===== config.mk =====
export PLATFORM = sky130hd
export DESIGN_NAME = spi_cmd_decoder_flat
export DESIGN_NICKNAME = d
export VERILOG_FILES = /design/src/rtl/spi_cmd_decoder_if.sv /design/src/rtl/spi_cmd_decoder.sv /design/src/flat_wrapper.sv
export SDC_FILE = /design/constraint.sdc
export NUM_CORES = 1
export LEC_CHECK = 0
export BUFFER_PORTS_ARGS = -buffer_cell sky130_fd_sc_hd__buf_2
export CORE_MARGIN = 8
export CORE_UTILIZATION = 30
export CTS_BUF_LIST = sky130_fd_sc_hd__clkbuf_2
export CTS_CLUSTER_DIAMETER = 120
export CTS_CLUSTER_SIZE = 14
export DETAILED_ROUTE_END_ITERATION = 10
export GPL_ROUTABILITY_DRIVEN = 0
export GPL_TIMING_DRIVEN = 0
export SYNTH_ARGS = -nofsm -noshare
export SYNTH_HDL_FRONTEND = slang
export SYNTH_SLANG_ARGS = --single-unit

===== constraint.sdc =====
create_clock -name clk -period 3.5 [get_ports clk]
set_input_delay 0.525 -clock clk [delete_from_list [all_inputs] [get_ports clk]]
set_output_delay 0.525 -clock clk [all_outputs]
set_load 0.1 [all_outputs]

===== src/rtl/spi_cmd_decoder_if.sv =====
// Bundle of the byte-stream and register-bank signals around spi_cmd_decoder.
//   master : the decoder side (takes received bytes and register read data,
//            drives transmit bytes, register strobes, address and write data,
//            and the busy/overrun status)
//   slave  : the environment side (SPI front end plus register bank)
// Signals:
//   rx_data/rx_valid   byte from the front end and its one-cycle valid pulse
//   tx_data/tx_load    byte for the front end to shift out and its load pulse
//   reg_wr/reg_rd      one-cycle register write / read strobes
//   reg_addr/reg_wdata register address and write data
//   reg_rdata          register read data
//   busy/overrun       frame-in-progress flag and sticky overrun flag
interface spi_cmd_decoder_if #(
  parameter int DATA_W = 8,
  parameter int ADDR_W = 7
);
  logic [DATA_W-1:0] rx_data;
  logic              rx_valid;
  logic [DATA_W-1:0] tx_data;
  logic              tx_load;
  logic              reg_wr;
  logic              reg_rd;
  logic [ADDR_W-1:0] reg_addr;
  logic [DATA_W-1:0] reg_wdata;
  logic [DATA_W-1:0] reg_rdata;
  logic              busy;
  logic              overrun;

  modport master (
    input  rx_data, rx_valid, reg_rdata,
    output tx_data, tx_load, reg_wr, reg_rd, reg_addr, reg_wdata, busy, overrun
  );

  modport slave (
    output rx_data, rx_valid, reg_rdata,
    input  tx_data, tx_load, reg_wr, reg_rd, reg_addr, reg_wdata, busy, overrun
  );
endinterface


===== src/rtl/spi_cmd_decoder.sv =====
// Turns the byte stream of an 8-bit SPI front end into register-bank accesses.
// A frame is slave-select low: one command byte (bit7 = write, low bits = start
// address) followed by a burst of data bytes with an auto-incrementing address.
// On reads, each byte is prefetched so it is loaded into the front end before
// the dummy byte that shifts it out arrives.
// Ports:
//   clk    system clock
//   rst    asynchronous active-low reset
//   ss     SPI slave select from the pad, active low, asynchronous to clk
//   bus    spi_cmd_decoder_if.master (byte stream, register port, status)
module spi_cmd_decoder #(
  parameter int DATA_W     = 8,
  parameter int ADDR_W     = 7,
  parameter int RD_LATENCY = 1
) (
  input  logic                    clk,
  input  logic                    rst,
  input  logic                    ss,
  spi_cmd_decoder_if.master       bus
);

  localparam logic [2:0] IDLE   = 3'd0;
  localparam logic [2:0] CMD    = 3'd1;
  localparam logic [2:0] WDATA  = 3'd2;
  localparam logic [2:0] RDREQ  = 3'd3;
  localparam logic [2:0] RDWAIT = 3'd4;
  localparam logic [2:0] RDNEXT = 3'd5;

  // Last value of the wait counter: it reads 0 in cycle t+1 after the strobe,
  // so it reaches this value in cycle t+RD_LATENCY, when reg_rdata is valid.
  localparam logic [1:0] LAST_CNT = 2'(RD_LATENCY - 1);

  logic              ss_meta_q, ss_s_q;
  logic [2:0]        state_q, state_d;
  logic [1:0]        cnt_q, cnt_d;
  logic [ADDR_W-1:0] reg_addr_q, reg_addr_d;
  logic [DATA_W-1:0] reg_wdata_q, reg_wdata_d;
  logic [DATA_W-1:0] tx_data_q, tx_data_d;
  logic              reg_wr_q, reg_wr_d;
  logic              reg_rd_q, reg_rd_d;
  logic              tx_load_q, tx_load_d;
  logic              overrun_q, overrun_d;
  logic              busy_q;

  // Two-flop synchroniser; resets to the inactive (high) level so no frame
  // appears to start while reset is released.
  // NOTE: sequential state uses non-blocking assignments so every flop samples
  // the values from before the edge, independent of statement order.
  always_ff @(posedge clk or negedge rst) begin
    if (!rst) begin
      ss_meta_q <= 1'b1;
      ss_s_q    <= 1'b1;
    end else begin
      ss_meta_q <= ss;
      ss_s_q    <= ss_meta_q;
    end
  end

  // NOTE: every variable gets a default at the top of always_comb, so no path
  // leaves one unassigned and no latch is inferred.
  always_comb begin
    state_d     = state_q;
    cnt_d       = cnt_q;
    reg_addr_d  = reg_addr_q;
    reg_wdata_d = reg_wdata_q;
    tx_data_d   = tx_data_q;
    overrun_d   = overrun_q;
    reg_wr_d    = 1'b0;
    reg_rd_d    = 1'b0;
    tx_load_d   = 1'b0;

    if (state_q != IDLE && ss_s_q) begin
      // Frame ended: abandon everything, including a read in flight and any
      // byte arriving this cycle.
      state_d   = IDLE;
      overrun_d = 1'b0;
    end else begin
      case (state_q)
        IDLE: begin
          overrun_d = 1'b0;
          if (!ss_s_q) state_d = CMD;
        end
        CMD: begin
          if (bus.rx_valid) begin
            reg_addr_d = bus.rx_data[ADDR_W-1:0];
            if (bus.rx_data[7]) begin
              state_d = WDATA;
            end else begin
              state_d  = RDREQ;
              reg_rd_d = 1'b1;
            end
          end
        end
        WDATA: begin
          // The address steps one cycle after each strobe, so the strobe cycle
          // still presents the address being written, even for back-to-back bytes.
          if (reg_wr_q) reg_addr_d = reg_addr_q + 1'b1;
          if (bus.rx_valid) begin
            reg_wr_d    = 1'b1;
            reg_wdata_d = bus.rx_data;
          end
        end
        RDREQ: begin
          // reg_rd was raised on entry, so it lasts exactly this one cycle.
          state_d = RDWAIT;
          cnt_d   = 2'd0;
          if (bus.rx_valid) overrun_d = 1'b1;
        end
        RDWAIT: begin
          if (bus.rx_valid) overrun_d = 1'b1;
          if (cnt_q == LAST_CNT) begin
            tx_data_d  = bus.reg_rdata;
            tx_load_d  = 1'b1;
            reg_addr_d = reg_addr_q + 1'b1;
            state_d    = RDNEXT;
          end else begin
            cnt_d = cnt_q + 1'b1;
          end
        end
        RDNEXT: begin
          // Dummy byte: its content is irrelevant, it only paces the prefetch.
          if (bus.rx_valid) begin
            state_d  = RDREQ;
            reg_rd_d = 1'b1;
          end
        end
        default: state_d = IDLE;
      endcase
    end
  end

  always_ff @(posedge clk or negedge rst) begin
    if (!rst) begin
      state_q     <= IDLE;
      cnt_q       <= 2'd0;
      reg_addr_q  <= '0;
      reg_wdata_q <= '0;
      tx_data_q   <= '0;
      reg_wr_q    <= 1'b0;
      reg_rd_q    <= 1'b0;
      tx_load_q   <= 1'b0;
      overrun_q   <= 1'b0;
      busy_q      <= 1'b0;
    end else begin
      state_q     <= state_d;
      cnt_q       <= cnt_d;
      reg_addr_q  <= reg_addr_d;
      reg_wdata_q <= reg_wdata_d;
      tx_data_q   <= tx_data_d;
      reg_wr_q    <= reg_wr_d;
      reg_rd_q    <= reg_rd_d;
      tx_load_q   <= tx_load_d;
      overrun_q   <= overrun_d;
      busy_q      <= (state_d != IDLE);
    end
  end

  assign bus.tx_data   = tx_data_q;
  assign bus.tx_load   = tx_load_q;
  assign bus.reg_wr    = reg_wr_q;
  assign bus.reg_rd    = reg_rd_q;
  assign bus.reg_addr  = reg_addr_q;
  assign bus.reg_wdata = reg_wdata_q;
  assign bus.busy      = busy_q;
  assign bus.overrun   = overrun_q;

endmodule

===== src/flat_wrapper.sv =====
// flat-port wrapper written by rule: the top's interface ports become plain ports
module spi_cmd_decoder_flat 
#(
  parameter int DATA_W     = 8,
  parameter int ADDR_W     = 7,
  parameter int RD_LATENCY = 1
)
  (clk, rst, ss, bus_rx_data, bus_rx_valid, bus_reg_rdata, bus_tx_data, bus_tx_load, bus_reg_wr, bus_reg_rd, bus_reg_addr, bus_reg_wdata, bus_busy, bus_overrun);
  spi_cmd_decoder_if #(.DATA_W(DATA_W), .ADDR_W(ADDR_W)) bus_i ();
  input  logic clk;
  input  logic rst;
  input  logic ss;
  input wire logic [$bits(bus_i.rx_data)-1:0] bus_rx_data;
  input wire logic [$bits(bus_i.rx_valid)-1:0] bus_rx_valid;
  input wire logic [$bits(bus_i.reg_rdata)-1:0] bus_reg_rdata;
  output wire logic [$bits(bus_i.tx_data)-1:0] bus_tx_data;
  output wire logic [$bits(bus_i.tx_load)-1:0] bus_tx_load;
  output wire logic [$bits(bus_i.reg_wr)-1:0] bus_reg_wr;
  output wire logic [$bits(bus_i.reg_rd)-1:0] bus_reg_rd;
  output wire logic [$bits(bus_i.reg_addr)-1:0] bus_reg_addr;
  output wire logic [$bits(bus_i.reg_wdata)-1:0] bus_reg_wdata;
  output wire logic [$bits(bus_i.busy)-1:0] bus_busy;
  output wire logic [$bits(bus_i.overrun)-1:0] bus_overrun;
  assign bus_i.rx_data = bus_rx_data;
  assign bus_i.rx_valid = bus_rx_valid;
  assign bus_i.reg_rdata = bus_reg_rdata;
  assign bus_tx_data = bus_i.tx_data;
  assign bus_tx_load = bus_i.tx_load;
  assign bus_reg_wr = bus_i.reg_wr;
  assign bus_reg_rd = bus_i.reg_rd;
  assign bus_reg_addr = bus_i.reg_addr;
  assign bus_reg_wdata = bus_i.reg_wdata;
  assign bus_busy = bus_i.busy;
  assign bus_overrun = bus_i.overrun;
  spi_cmd_decoder #(.DATA_W(DATA_W), .ADDR_W(ADDR_W), .RD_LATENCY(RD_LATENCY)) u_core (.clk(clk), .rst(rst), .ss(ss), .bus(bus_i));
endmodule

==> results of run 1 <==
-- cell type report --
cell class | count | share of cell area (%)
Sequential cell | 35 | 42.4
Tap cell | 72 | 4.35
Inverter | 7 | 1.27
Multi-Input combinational cell | 90 | 33.9
Timing Repair Buffer | 47 | 11.3
Buffer | 6 | 2.29
Clock buffer | 5 | 1.21
Clock inverter | 3 | 3.26
-- through the flow --
step / hold WS [ns] / area, µm² / cells / utilization (%) / setup WS, ns
5_1_grt: 0.173 / 2070 / 265 / 38.4 / 1.53
2_1_floorplan: 0.229 / 1660 / 138 / - / 1.55
3_3_place_gp: 0.347 / 1980 / 257 / 36.6 / 1.74
4_1_cts: 0.182 / 2070 / 265 / 38.4 / 1.60
6_report: 0.153 / 2070 / 265 / 38.4 / 1.60
3_5_place_dp: 0.353 / 1980 / 257 / 36.6 / 1.75
-- layer usage --
layer,share of wire (%),track usage (%)
met5,0,0
met4,0.95,3.33
met3,6.9,4.32
met2,46,15.5
met1,46,12.1
-- registers in the layout, indices dropped and copies added, names as in the netlist --
register	flops
u_core.bus.reg_addr	7
u_core.bus.reg_rd	1
u_core.bus.tx_load	1
u_core.ss_s_q	1
u_core.bus.overrun	1
u_core.bus.reg_wr	1
u_core.bus.tx_data	8
u_core.cnt_q	2
u_core.ss_meta_q	1
u_core.bus.busy	1
u_core.bus.reg_wdata	8
u_core.state_q	3
-- worst min-delay path by stage --
stage                           from  cells after the start  slack [ns]                 to
floorplan                        rst                      0        0.23    u_core.bus.busy
global route                      ss                      1        0.17   u_core.ss_meta_q
CTS                              rst                      1        0.18  u_core.bus.reg_wr
detailed placement  u_core.ss_meta_q                      0        0.35      u_core.ss_s_q
finish                           rst                      1        0.15  u_core.bus.reg_wr
global placement    u_core.ss_meta_q                      0        0.35      u_core.ss_s_q
-- synth_stat cells, drive strengths merged, types with 2 or more instances --
library cell,n
nor2b,3
and3,2
nand2,9
nor3b,3
dfstp,2
buf,6
nor3,3
dfrtp,33
a2bb2oi,5
nand3,5
nor2,8
ha,2
o21ai,5
a21oi,4
nor4,3
a22oi,2
mux2i,5
and3b,2
inv,7
mux2,16
-- power groups by stage --
stage	clock, W	combinational [W]	sequential (W)
2_1_floorplan	0	0.000143	0.00117
3_3_place_gp	0	0.000908	0.000554
3_5_place_dp	0	0.000911	0.000559
4_1_cts	0.000348	0.000912	0.000551
5_1_grt	0.000365	0.000936	0.000566
6_report	0.000344	0.000904	0.000551
-- cells by family (layout without fill, tap and decap cells) --
| kind of cell | after synthesis | count (layout) | share of synthesized area [%] |
|---|---|---|---|
| and+or+nand+nor | 43 | 43 | 15.6 |
| DFF | 35 | 35 | 53.1 |
| AOI/OAI and AO/OA | 23 | 23 | 10.4 |
| muxes | 21 | 21 | 13.9 |
| buffers and inverters | 13 | 68 | 4.46 |
| adders and majority gates | 2 | 2 | 1.51 |
| xor gates and xnor gates | 1 | 1 | 0.983 |
==> impl_metrics.py, run 1 <==
metrics = {
    "route": {
        "initialDrtViolationCount": 83,
        "avgViaCountPerCell": 4.75,
        "wl_per_cell_um": 14.3,
        "drc": 0,
        "ant_nets": 0,
        "routed_wl_um": 3790,
        "first_pass_iters": 4,
        "num_vias": 1259,
    },
    "final_layout": {
        "drive_gt1_share_pct": 45.1,
        "seq_area_um2": 878,
        "area_growth_pct": 25.2,
        "layout_commonest_cell": "buf_2",
        "multiInputGateArea_um2": 703,
        "mostFrequentLayoutCells": "buf_2 (49), dfrtp_1 (33), mux2_2 (16)",
        "num-nets-final": 214,
        "n_fill_cell": 563,
        "diodes": 0,
    },
    "power_and_ir_drop": {
        "p_per_area_mw_per_mm2": 868,
        "power_switching_w": 0.000960,
        "p_total_w": 0.00180,
        "switching_share_pct": 53.3,
        "share_comb_of_total_power_pct": 50.3,
        "seqPwrFrac_pct": 30.6,
        "p_int_w": 0.000840,
        "ir_worst_vdd_mv": 0.393,
        "leakage_nw": 0.989,
        "clockPowerShare_pct": 19.1,
    },
    "placed_design": {
        "dp_hpwl_um": 2810,
        "numPortBuffers": 47,
    },
    "synthesis": {
        "yosysSeqAreaShare_pct": 53.1,
        "synth_flop_cell": "dfrtp_1",
        "synth_edf_count": 0,
        "ys_types": 41,
        "synth.largest_area_cell": "dfrtp_1",
        "yosysWarnings": 0,
        "synth.avg_cell_area_um2": 12.0,
        "synth_nets": 160,
        "yosys.area.top_type_share_pct": 49.9,
        "synth_area_leaders": "dfrtp_1 (50%), mux2_2 (11%), dfstp_2 (3.2%), mux2i_1 (3.0%), a2bb2oi_1 (2.6%)",
        "syn-cell-area_mm2": 0.00166,
        "ys_async_sr_fraction_pct": 100,
        "synth_cells": 138,
        "synth.ff_latch_count": 35,
    },
    "setup_path": {
        "critical_path.startpoint": "u_core.bus.reg_addr[4]",
        "startpoint_type": "flop",
        "end_kind": "output pin",
        "cpPeakStageDelay_ns": 0.50,
        "arrival_ns": 1.38,
        "path_depth": 1,
        "critPathBufInv": 1,
        "critical_path.endpoint": "bus_reg_addr[4]",
        "cp_cell_sequence": "buf_2",
        "rr_startpoint": "u_core.cnt_q[0]",
        "r2r_slack_ns": 1.71,
        "rr_worst_depth": 7,
        "r2r-end": "u_core.bus.reg_addr[5]",
        "cp_max_fo": 7,
        "required_ns": 2.97,
        "critPathKind": "reg -> out",
        "path_delay_family": "flip-flops",
        "critPathSlowestCell": "dfrtp_1",
    },
    "die": {
        "pin_count": 48,
        "die_w_um": 90.3,
        "die_h_um": 90.3,
        "start_util_pct": 30.6,
        "fp.dieArea_mm2": 0.00815,
        "rows": 27,
        "core_mm2": 0.00541,
    },
    "timing": {
        "fmax_mhz": 526,
        "worst_slew_margin_rel_pct": 49.8,
        "tns_ns": 0,
        "timing.final.crit_share_pct": 54.4,
        "finalHoldViolCount": 0,
        "finalSetupViolCount": 0,
        "finClkSkew_ns": 0.0212,
        "tightest_slew_ns": 0.753,
        "grt_setup_unrepaired": "no",
        "fin_crit_ns": 1.90,
        "maxSlewViolCount": 0,
    },
    "global_route": {
        "grtUsageTotal_pct": 9.96,
        "antenna_found_initial": 0,
        "grt_pass1_vias": 1378,
        "grt_pass1_wl_um": 6710,
        "grt_max_degree": 36,
        "grt-ovfl-total": 0,
    },
    "min_path": {
        "hp-class": "in -> async",
    },
    "clock_network": {
        "tritoncts": "done",
        "clock-sinks": 35,
        "cts_buffer_depth": 2,
        "ctsHoldBuffers": 0,
        "cts_resized": 0,
        "cts_setup_buffers": 0,
        "htreeDepth": 2,
        "path_clk_slew_ns": 0.21,
        "root_buffer": "clkbuf_2",
        "numCtsBuffers": 5,
        "clk_latency_ns": 0.40,
    },
    "flow_run": {
        "cap_violations": 0,
    },
    "status": {
        "status": "finished clean",
    },
}
No activity file was read; power rests on OpenSTA's default activity.
==> inputs of run 2 (changes only) <==
clock period = 1.85 ns   (was 3.5 ns; I/O delays follow)
==> run 2 against run 1 <==
Compared with the run above:
- critical path depth increased by 6
- clock skew decreased by 0.0083 ns
- largest power group unchanged
- sequential share of layout area increased by 0.46 points
- first-iteration DRC count increased by 16%
- sequential power increased by 89%
- worst hold slack got worse by 0.061 ns
- via count decreased by 0.87%
- cell count increased by 0.75%
- register-to-register slack got worse by 1.6 ns
- count of clock-buffer cells in the layout increased by 1
- core utilization decreased by 0.30 points
==> impl_metrics.py, run 2 (synthesized netlist as in run 1, its figures left out) <==
metrics = {
    "status": {
        "status": "finished clean",
    },
    "timing": {
        "finalHoldViolCount": 0,
        "fin_ws_ns": 0.0963,
        "maxSlewViolCount": 0,
        "worst_slew_margin_rel_pct": 47.3,
        "tns_ns": 0,
        "tightest_slew_ns": 0.790,
        "grt_setup_unrepaired": "no",
        "fmax_mhz": 570,
        "finClkSkew_ns": 0.0129,
        "fin_crit_ns": 1.75,
        "finalSetupViolCount": 0,
        "timing.final.crit_share_pct": 94.8,
    },
    "setup_path": {
        "critPathSlowestCell": "dfrtp_1",
        "end_kind": "flop",
        "critPathBufInv": 2,
        "required_ns": 2.16,
        "cpPeakStageDelay_ns": 0.43,
        "path_delay_family": "compound AO/OA/AOI/OAI gates",
        "arrival_ns": 2.06,
        "critPathKind": "reg -> reg",
        "startpoint_type": "flop",
        "cp_cell_sequence": "inv_1, ha_1, and3b_1, o32ai_4, buf_6, a21oi_2, o22a_1",
        "cp_max_fo": 10,
    },
    "global_route": {
        "grt_pass1_vias": 1330,
        "antenna_found_initial": 0,
        "grtUsageTotal_pct": 9.79,
        "grt_pass1_wl_um": 6510,
        "grt_max_degree": 36,
        "grt-ovfl-total": 0,
    },
    "route": {
        "avgViaCountPerCell": 4.67,
        "first_pass_iters": 4,
        "wl_per_cell_um": 14.3,
        "routed_wl_um": 3820,
        "initialDrtViolationCount": 96,
        "ant_nets": 0,
        "num_vias": 1248,
        "drc": 0,
    },
    "die": {
        "rows": 27,
        "start_util_pct": 30.6,
        "core_mm2": 0.00541,
        "pin_count": 48,
        "die_w_um": 90.3,
        "die_h_um": 90.3,
        "fp.dieArea_mm2": 0.00815,
    },
    "final_layout": {
        "seq_area_um2": 881,
        "diodes": 0,
        "mostFrequentLayoutCells": "buf_2 (49), dfrtp_1 (31), mux2_2 (16)",
        "area_growth_pct": 24.3,
        "drive_gt1_share_pct": 45.6,
        "num-nets-final": 216,
        "multiInputGateArea_um2": 714,
        "layout_commonest_cell": "buf_2",
        "n_fill_cell": 544,
    },
    "clock_network": {
        "tritoncts": "done",
        "clk_latency_ns": 0.38,
        "numCtsBuffers": 5,
        "clock-sinks": 35,
        "path_clk_slew_ns": 0.19,
        "root_buffer": "clkbuf_2",
        "cts_setup_buffers": 0,
        "cts_buffer_depth": 2,
        "htreeDepth": 2,
    },
    "flow_run": {
        "cap_violations": 0,
    },
    "power_and_ir_drop": {
        "p_per_area_mw_per_mm2": 1520,
        "leakage_nw": 0.977,
        "ir_worst_vdd_mv": 0.812,
        "p_total_w": 0.00312,
    },
    "placed_design": {
        "dp_hpwl_um": 2810,
        "numPortBuffers": 47,
        "pre_cts_ws_ns": 0.0622,
    },
    "min_path": {
        "hp-class": "in -> reg",
    },
}
[run 2: cell types whose count changed in the layout (fill, tap and decap cells not counted)]
cell and delta:
dfrtp_2 +2, o32ai_2 -1, clkbuf_2 +1, clkinv_2 +1, dfrtp_1 -2, bufinv_16 -2
o32ai_4 +1, dlygate4sd3_1 +2
[run 2: repair_timing]
item | in CTS | in global routing
gates resized for setup | 0 | 1
endpoints found under the hold margin | 34 | 0
hold buffers | 2 | 0
setup endpoints to repair | 0 | 3
[run 2: power by group]
part / switching [W] / internal (W)
Sequential: 0.000113 / 0.000931
Combinational: 0.00142 / 0.000302
Clock: 0.000266 / 0.0000963
[run 2: area by class of cell]
cell class	count	area share (%)
sequential	35	42.8
buffer	6	2.31
tap	72	4.38
clock buffer	6	1.46
timing repair buffer	49	12.4
multi-input combinational	90	34.7
inverter	7	1.28
clock inverter	2	0.608
[run 2: per-stage QoR]
step / area [µm²] / util [%] / std cells / hold WS (ns)
after floorplan: 1660 / - / 138 / -0.0181
after global placement: 1980 / 36.7 / 257 / 0.346
after detailed placement: 1980 / 36.7 / 257 / 0.352
after CTS: 2050 / 37.8 / 267 / 0.0773
after global routing: 2060 / 38.1 / 267 / 0.0669
final: 2060 / 38.1 / 267 / 0.0921
[run 2: worst paths after layout]
path | from | to | slack [ns] | depth (start not counted)
max | u_core.cnt_q[0] | u_core.bus.reg_addr[5] | 0.1 | 7
min | bus_rx_data[7] | u_core.bus.reg_rd | 0.09 | 2
max reg2reg | u_core.cnt_q[0] | u_core.bus.reg_addr[5] | 0.1 | 7
min reg2reg | u_core.ss_meta_q | u_core.ss_s_q | 0.37 | 0
max in group asynchronous | rst | u_core.bus.reg_addr[0] | 0.83 | 2
min in group asynchronous | rst | u_core.bus.reg_wdata[1] | 0.49 | 2
[run 2: per-layer routing]
metal	up-vias	GRT usage (%)	wire length (µm)
met2	39	14.7	1710
met5	-	0	0
li1	609	-	-
met1	594	11.9	1780
met4	0	4.58	67
met3	6	4.16	257
[run 2: worst reg2reg max path, delay by kind of cell, from the launching register on]
| kind | cells | cell delay (ns) |
|---|---|---|
| compound gates | 3 | 0.53 |
| flops | 1 | 0.43 |
| buf+inv | 2 | 0.25 |
| fa+ha+maj | 1 | 0.24 |
| simple gates | 1 | 0.23 |
